## config.mk

```make
export PLATFORM = sky130hd
export DESIGN_NAME = mem_scheduler
export DESIGN_NICKNAME = d
export VERILOG_FILES = /design/src/rtl/mem_scheduler_pkg.sv /design/src/rtl/mem_scheduler_arbiter.sv /design/src/rtl/mem_scheduler.sv
export SDC_FILE = /design/constraint.sdc
export NUM_CORES = 1
export LEC_CHECK = 0
export CAP_MARGIN = 15
export CELL_PAD_IN_SITES_DETAIL_PLACEMENT = 1
export CELL_PAD_IN_SITES_GLOBAL_PLACEMENT = 1
export CORE_MARGIN = 2
export CORE_UTILIZATION = 36
export CTS_BUF_LIST = sky130_fd_sc_hd__clkbuf_4 sky130_fd_sc_hd__clkbuf_8 sky130_fd_sc_hd__clkbuf_16
export DETAILED_ROUTE_END_ITERATION = 7
export GPL_ROUTABILITY_DRIVEN = 0
export PLACE_DENSITY = 0.8
export SETUP_SLACK_MARGIN = 0.2
export SLEW_MARGIN = 20
export SYNTH_ARGS = -nofsm -noshare
export SYNTH_HDL_FRONTEND = slang
export SYNTH_HIERARCHICAL = 1
export SYNTH_SLANG_ARGS = --single-unit
```

## constraint.sdc

```tcl
create_clock -name clk_in -period 3 [get_ports clk_in]
set_input_delay 0.6 -clock clk_in [delete_from_list [all_inputs] [get_ports clk_in]]
set_output_delay 0.6 -clock clk_in [all_outputs]
set_load 0.02 [all_outputs]
```

## src/rtl/mem_scheduler_pkg.sv

```systemverilog
// Shared types and helpers for the byte-serial memory scheduler.
package mem_scheduler_pkg;

   typedef enum logic [1:0] {IDLE, READ, WRITE, DONE} state_t;
   typedef enum logic [1:0] {REQ_IF, REQ_LD, REQ_ST} req_id_t;

   localparam logic [2:0] F3_B  = 3'b000;
   localparam logic [2:0] F3_H  = 3'b001;
   localparam logic [2:0] F3_W  = 3'b010;
   localparam logic [2:0] F3_BU = 3'b100;
   localparam logic [2:0] F3_HU = 3'b101;

   function automatic logic is_io(input logic [31:0] addr);
      return addr[17:16] == 2'b11;
   endfunction

   function automatic logic [2:0] byte_count(input logic [2:0] funct3);
      case (funct3[1:0])
         2'b00:   return 3'd1;
         2'b01:   return 3'd2;
         default: return 3'd4;
      endcase
   endfunction

   function automatic logic [31:0] extend_load(input logic [31:0] raw, input logic [2:0] funct3);
      case (funct3)
         F3_B:    return {{24{raw[7]}}, raw[7:0]};
         F3_H:    return {{16{raw[15]}}, raw[15:0]};
         F3_BU:   return {24'h0, raw[7:0]};
         F3_HU:   return {16'h0, raw[15:0]};
         default: return raw;
      endcase
   endfunction

endpackage

```

## src/rtl/mem_scheduler_arbiter.sv

```systemverilog
// Fixed priority (store > load > ifetch) with a starvation counter that
// lets a waiting ifetch win once it has lost STARVE_LIMIT arbitrations.
module mem_rr_arbiter
   import mem_scheduler_pkg::*;
#(
   parameter int unsigned STARVE_LIMIT = 4,
   parameter int unsigned CNT_W        = 3
) (
   input  logic    clk,
   input  logic    rst,
   input  logic    en,
   input  logic    if_req,
   input  logic    ld_req,
   input  logic    st_req,
   output logic    grant,
   output req_id_t grant_id
);

   logic [CNT_W-1:0] starve_cnt;
   logic             if_boost;

   always_comb begin
      if_boost = if_req && (starve_cnt >= CNT_W'(STARVE_LIMIT));
      grant    = en && (if_req || ld_req || st_req);
      if (if_boost)    grant_id = REQ_IF;
      else if (st_req) grant_id = REQ_ST;
      else if (ld_req) grant_id = REQ_LD;
      else             grant_id = REQ_IF;
   end

   always_ff @(posedge clk) begin
      if (rst) begin
         starve_cnt <= '0;
      end else if (grant) begin
         if (grant_id == REQ_IF)
            starve_cnt <= '0;
         else if (if_req && starve_cnt != '1)
            starve_cnt <= starve_cnt + 1'b1;
      end
   end

endmodule

```

## src/rtl/mem_scheduler.sv

```systemverilog
// Arbitrates ifetch/load/store onto the byte-wide memory bus and runs each
// grant as a little-endian byte-serial read or write transaction.
module mem_scheduler
   import mem_scheduler_pkg::*;
#(
   parameter int unsigned STARVE_LIMIT = 4,
   parameter int unsigned CNT_W        = 3
) (
   input  logic        clk_in,
   input  logic        rst_in,
   input  logic        rdy_in,
   input  logic        clear_all,
   input  logic [7:0]  mem_din,
   output logic [7:0]  mem_dout,
   output logic [31:0] mem_a,
   output logic        mem_wr,
   input  logic        io_buffer_full,
   input  logic        if_req,
   input  logic [31:0] if_addr,
   output logic        if_done,
   output logic [31:0] if_data,
   input  logic        ld_req,
   input  logic [31:0] ld_addr,
   input  logic [2:0]  ld_funct3,
   output logic        ld_done,
   output logic [31:0] ld_data,
   input  logic        st_req,
   input  logic [31:0] st_addr,
   input  logic [2:0]  st_funct3,
   input  logic [31:0] st_data,
   output logic        st_done
);

   state_t      state;
   req_id_t     owner;
   logic [31:0] wdata;
   logic [31:0] rbuf;
   logic [31:0] rbuf_next;
   logic [31:0] addr_sel;
   logic [2:0]  nbytes;
   logic [2:0]  funct3;
   logic [2:0]  idx;
   logic        io_st;
   logic        if_done_q;
   logic        ld_done_q;
   logic        st_done_q;
   logic        grant;
   req_id_t     grant_id;

   mem_rr_arbiter #(
      .STARVE_LIMIT(STARVE_LIMIT),
      .CNT_W       (CNT_W)
   ) u_arb (
      .clk     (clk_in),
      .rst     (rst_in),
      .en      (rdy_in && state == IDLE && !clear_all),
      .if_req  (if_req),
      .ld_req  (ld_req),
      .st_req  (st_req),
      .grant   (grant),
      .grant_id(grant_id)
   );

   always_comb begin
      case (grant_id)
         REQ_ST:  addr_sel = st_addr;
         REQ_LD:  addr_sel = ld_addr;
         default: addr_sel = if_addr;
      endcase
   end

   // Byte idx-1 arrives on mem_din one cycle after its address was driven.
   always_comb begin
      rbuf_next = rbuf;
      case (idx)
         3'd1:    rbuf_next[7:0]   = mem_din;
         3'd2:    rbuf_next[15:8]  = mem_din;
         3'd3:    rbuf_next[23:16] = mem_din;
         3'd4:    rbuf_next[31:24] = mem_din;
         default: ;
      endcase
   end

   // Stall and flush gating is combinational so the registered pulses stay single-cycle.
   always_comb begin
      mem_wr  = rdy_in && state == WRITE && !(io_st && io_buffer_full);
      if_done = if_done_q && rdy_in && !clear_all;
      ld_done = ld_done_q && rdy_in && !clear_all;
      st_done = st_done_q && rdy_in;
   end

   always_ff @(posedge clk_in) begin
      if (rst_in) begin
         state     <= IDLE;
         owner     <= REQ_IF;
         wdata     <= '0;
         rbuf      <= '0;
         nbytes    <= '0;
         funct3    <= '0;
         idx       <= '0;
         io_st     <= 1'b0;
         mem_a     <= '0;
         mem_dout  <= '0;
         if_data   <= '0;
         ld_data   <= '0;
         if_done_q <= 1'b0;
         ld_done_q <= 1'b0;
         st_done_q <= 1'b0;
      end else if (rdy_in) begin
         if_done_q <= 1'b0;
         ld_done_q <= 1'b0;
         st_done_q <= 1'b0;
         case (state)
            IDLE: begin
               if (grant) begin
                  owner <= grant_id;
                  idx   <= '0;
                  rbuf  <= '0;
                  mem_a <= addr_sel;
                  case (grant_id)
                     REQ_ST: begin
                        nbytes   <= byte_count(st_funct3);
                        wdata    <= st_data;
                        io_st    <= is_io(st_addr);
                        mem_dout <= st_data[7:0];
                        state    <= WRITE;
                     end
                     REQ_LD: begin
                        nbytes <= byte_count(ld_funct3);
                        funct3 <= ld_funct3;
                        state  <= READ;
                     end
                     default: begin
                        nbytes <= 3'd4;
                        funct3 <= F3_W;
                        state  <= READ;
                     end
                  endcase
               end
            end
            READ: begin
               if (clear_all) begin
                  state <= IDLE;
                  mem_a <= '0;
               end else begin
                  rbuf <= rbuf_next;
                  if (idx == nbytes) begin
                     state <= DONE;
                     if (owner == REQ_IF) begin
                        if_data   <= rbuf_next;
                        if_done_q <= 1'b1;
                     end else begin
                        ld_data   <= extend_load(rbuf_next, funct3);
                        ld_done_q <= 1'b1;
                     end
                  end else begin
                     idx <= idx + 3'd1;
                     if (idx + 3'd1 < nbytes)
                        mem_a <= mem_a + 32'd1;
                  end
               end
            end
            WRITE: begin
               if (!(io_st && io_buffer_full)) begin
                  if (idx == nbytes - 3'd1) begin
                     state     <= DONE;
                     st_done_q <= 1'b1;
                  end else begin
                     idx      <= idx + 3'd1;
                     mem_a    <= mem_a + 32'd1;
                     mem_dout <= wdata[15:8];
                     wdata    <= {8'h00, wdata[31:8]};
                  end
               end
            end
            DONE: begin
               state <= IDLE;
               if (clear_all && owner != REQ_ST)
                  mem_a <= '0;
            end
            default: state <= IDLE;
         endcase
      end
   end

endmodule

```

==> impl_metrics.tcl <==
set metrics [dict create \
    synth_cells 1129 \
    critPathKind "in2out" \
    worstPathRequired_ps 2400 \
    critPathMaxFanout 4 \
    hold_viol 0 \
    drv_cap 0 \
    synth_compound_area_share_pct 24.42 \
    synthAdderAreaFrac_pct 2.353 \
    combPwrFrac_pct 24.3 \
    cts.sinks 180 \
    fmax_mhz 379.9 \
    synth-edff-count 0 \
    fin_util_pct 51.21 \
    syn_area_per_cell_um2 8.477 \
    die_x_um 167.0 \
    synth.top_cells.by_count "nor2_1, dfxtp_1, nand2_1, a22oi_1, clkbuf_1" \
    synth.top_cell.area_share_pct 37.65 \
    worstHoldPathType "in2reg" \
    post-route-min-period_ps 2633 \
    drive_gt1_share_pct 12.74 \
    num-nets-final 1537 \
    ys_seq_area_share_pct 37.65 \
    clk_pin_slew_ps 80 \
    die_h_um 167.0 \
    crit_path_top_delay_cell "clkdlybuf4s50_1" \
    setup-tns-final_ps 0 \
    grt_overflow 0 \
    power_frac_seq_pct 40.3 \
    synth_most_common_cell "nor2_1" \
    muxShareOfSynthArea_pct 7.766 \
    sw_frac_of_total_pct 32.69 \
    area_growth_pct 39.43 \
    dr_wl_met3_um 1905 \
    portBuffers 256 \
    core-area_um2 26060 \
    clkPwrFrac_pct 35.4 \
    switching_power_mw 2.121 \
    htreeDepth 4 \
    multi_input_comb_area_um2 5406 \
    synth_area_leaders "dfxtp_1, nor2_1, a22oi_1" \
    grt_antenna_before_repair 0 \
    power.leakage_nw 4.612 \
    synth_top_family_by_area "compound AO/OA/AOI/OAI gates" \
    wl_met2_um 16800 \
    cp-start-kind "input port" \
    cp_cell_sequence "clkdlybuf4s50_1 -> buf_4 -> nor2b_1 -> and2_1 -> dlygate4sd2_1" \
    cts_root_buf "clkbuf_16" \
    drc 0 \
    dieArea_um2 27900 \
    vdd_ir_drop_max_mv 0.4530 \
    worst-path-buf-inv 3 \
    clockBufferDepth 2 \
    top_layer_used "met4" \
    cts_tree "yes" \
    slew_headroom_pct 55.05 \
    grt_start_max_net_pins 128 \
    num_io_pins 258 \
    synth_area_um2 9570 \
    clock_latency_ps 440 \
    routedWlPerCell_um 19.88 \
    cpPeakStageDelay_ps 480 \
    dominantRegCellSynth "dfxtp_1" \
    postRouteAntennaNets 0 \
    rows 59 \
    syn_nets 1297 \
    m1WireLength_um 14700 \
    ys_ff_latch 180 \
    synth_xor_area_share_pct 0.6929 \
    hpwl_um 24590 \
    n_antenna_cell 0 \
    grt_pass1_vias 10000 \
    critPathArrivalTime_ps 2030 \
    async_flop_share_pct 0 \
    totalWireLength_um 34130 \
    drv_slew 0 \
    period_share_pct 87.75 \
    worst_pin_slew_ps 673.5 \
    cp_top_family "buffers and inverters" \
    vias_per_cell 5.692 \
    powerDensity_nw_per_um2 486.3 \
    dr.pass1.iters 4 \
    start_util_pct 36.73 \
    crit_path_end_kind "output port" \
    vias 9773 \
    setup_viol 0 \
    drt_iter0_markers 621 \
    intPower_mw 4.367 \
    grt_pass1_wl_um 54280 \
    cts_buffers 17 \
    synth-simple-area-share_pct 20.79 \
    ys_warn_count 6 \
    seqCellArea_um2 3605 \
    status "finished, final reports clean" \
    fill_cells 3032 \
    fin_skew_ps 16.55 \
    yosys.area.top_type "dfxtp_1" \
    rsz0062_at_grt "no" \
    track_usage_pct 23.96 \
    yosysUniqueCellTypes 73 \
]
cell type report:
class	instances	area share, %
Clock buffer	18	3.291
Tap cell	335	3.141
Sequential cell	180	27.01
Clock inverter	14	1.350
Timing Repair Buffer	323	23.99
Inverter	25	0.7032
Multi-Input combinational cell	822	40.52
layer usage:
metal	global-route usage, %	vias up
met3	4.658	55
met2	41.47	289
met4	7.534	0
li1	-	4612
met5	0	-
met1	29.99	4817
path summary, 6_finish.rpt:
| check | from | end | slack (ps) | cells past startpoint |
|---|---|---|---|---|
| setup reg to reg | idx[0] | mem_a[18] | 450 | 10 |
| hold reg to reg | if_done_q | if_done_q | 470 | 2 |
| hold / removal | rst_in | mem_a[19] | 450 | 2 |
| setup / recovery | clear_all | if_done | 370 | 5 |
cells in the final DEF (no fill, tap or decap), drive strengths merged, types with 6 or more instances in the layout:
master / netlist / routed
ha: 18 / 18
nor3: 42 / 42
mux2: 26 / 26
clkdlybuf4s50: 0 / 252
nand3: 20 / 20
o31ai: 20 / 20
a31oi: 9 / 9
o21ai: 34 / 34
o31a: 6 / 6
buf: 46 / 67
o311ai: 14 / 14
nand2b: 6 / 6
nor2: 190 / 190
dfxtp: 180 / 180
and3: 7 / 7
clkinv: 0 / 9
nor2b: 21 / 21
a22oi: 61 / 61
nand4: 15 / 15
a21oi: 36 / 36
nor4: 8 / 8
inv: 25 / 30
nand2: 84 / 84
and2: 9 / 9
clkbuf: 56 / 19
a32oi: 7 / 7
a221oi: 12 / 12
a211oi: 71 / 71
mux2i: 45 / 45
worst reg2reg max path: stages (launching register included):
cell	delay (ps)
dfxtp_1	430
inv_1	120
ha_1	340
ha_1	280
nor2b_1	120
o21ai_1	90
buf_4	150
a311oi_4	320
buf_12	240
a211oi_1	100
a221oi_1	270
logic make-up after synthesis:
family          Yosys count
xor+xnor                  6
mux                      71
compound gates          301
simple gates            426
fa+ha+maj                18
flops                   180
buf+inv                 127
registers in the layout, indices dropped and copies added, names as in the netlist:
register and flops:
u_arb/starve_cnt 3, ld_done_q 1, mem_dout 7, wdata 25, st_done_q 1, funct3 3
if_data 32, idx 3, ld_data 32, io_st 1, if_done_q 1, nbytes 3
state 2, mem_a 32, owner 2, rbuf 32
through the flow:
stage          setup WS (ps)  cell area, µm²  hold WS, ps  instances  total power, mW
6_report               367.5           13340        450.1       1717            6.489
2_1_floorplan          333.3            9570        439.0       1129            3.488
4_1_cts                335.1           13300        435.6       1715            6.523
3_3_place_gp          -1.708           12680        449.8       1683            4.178
5_1_grt                209.7           13340        450.3       1717            6.780
3_5_place_dp          -125.6           12680        460.4       1683            4.221
power groups by stage:
stage / clock network (mW) / logic (mW) / registers, mW
3_3_place_gp: 0 / 1.51 / 2.66
6_report: 2.30 / 1.58 / 2.62
2_1_floorplan: 0 / 0.780 / 2.71
3_5_place_dp: 0 / 1.55 / 2.67
5_1_grt: 2.45 / 1.70 / 2.63
4_1_cts: 2.35 / 1.56 / 2.61
what timing repair did:
item / CTS / global route
setup buffers: 0 / 1
hold endpoints to repair: 0 / 0
cloned: 0 / 1
pin swaps: 0 / 0
setup endpoints to repair: 3 / 50
gates resized for setup: 3 / 10
hold buffers: 0 / 0
(Power assumes the default switching activity.)
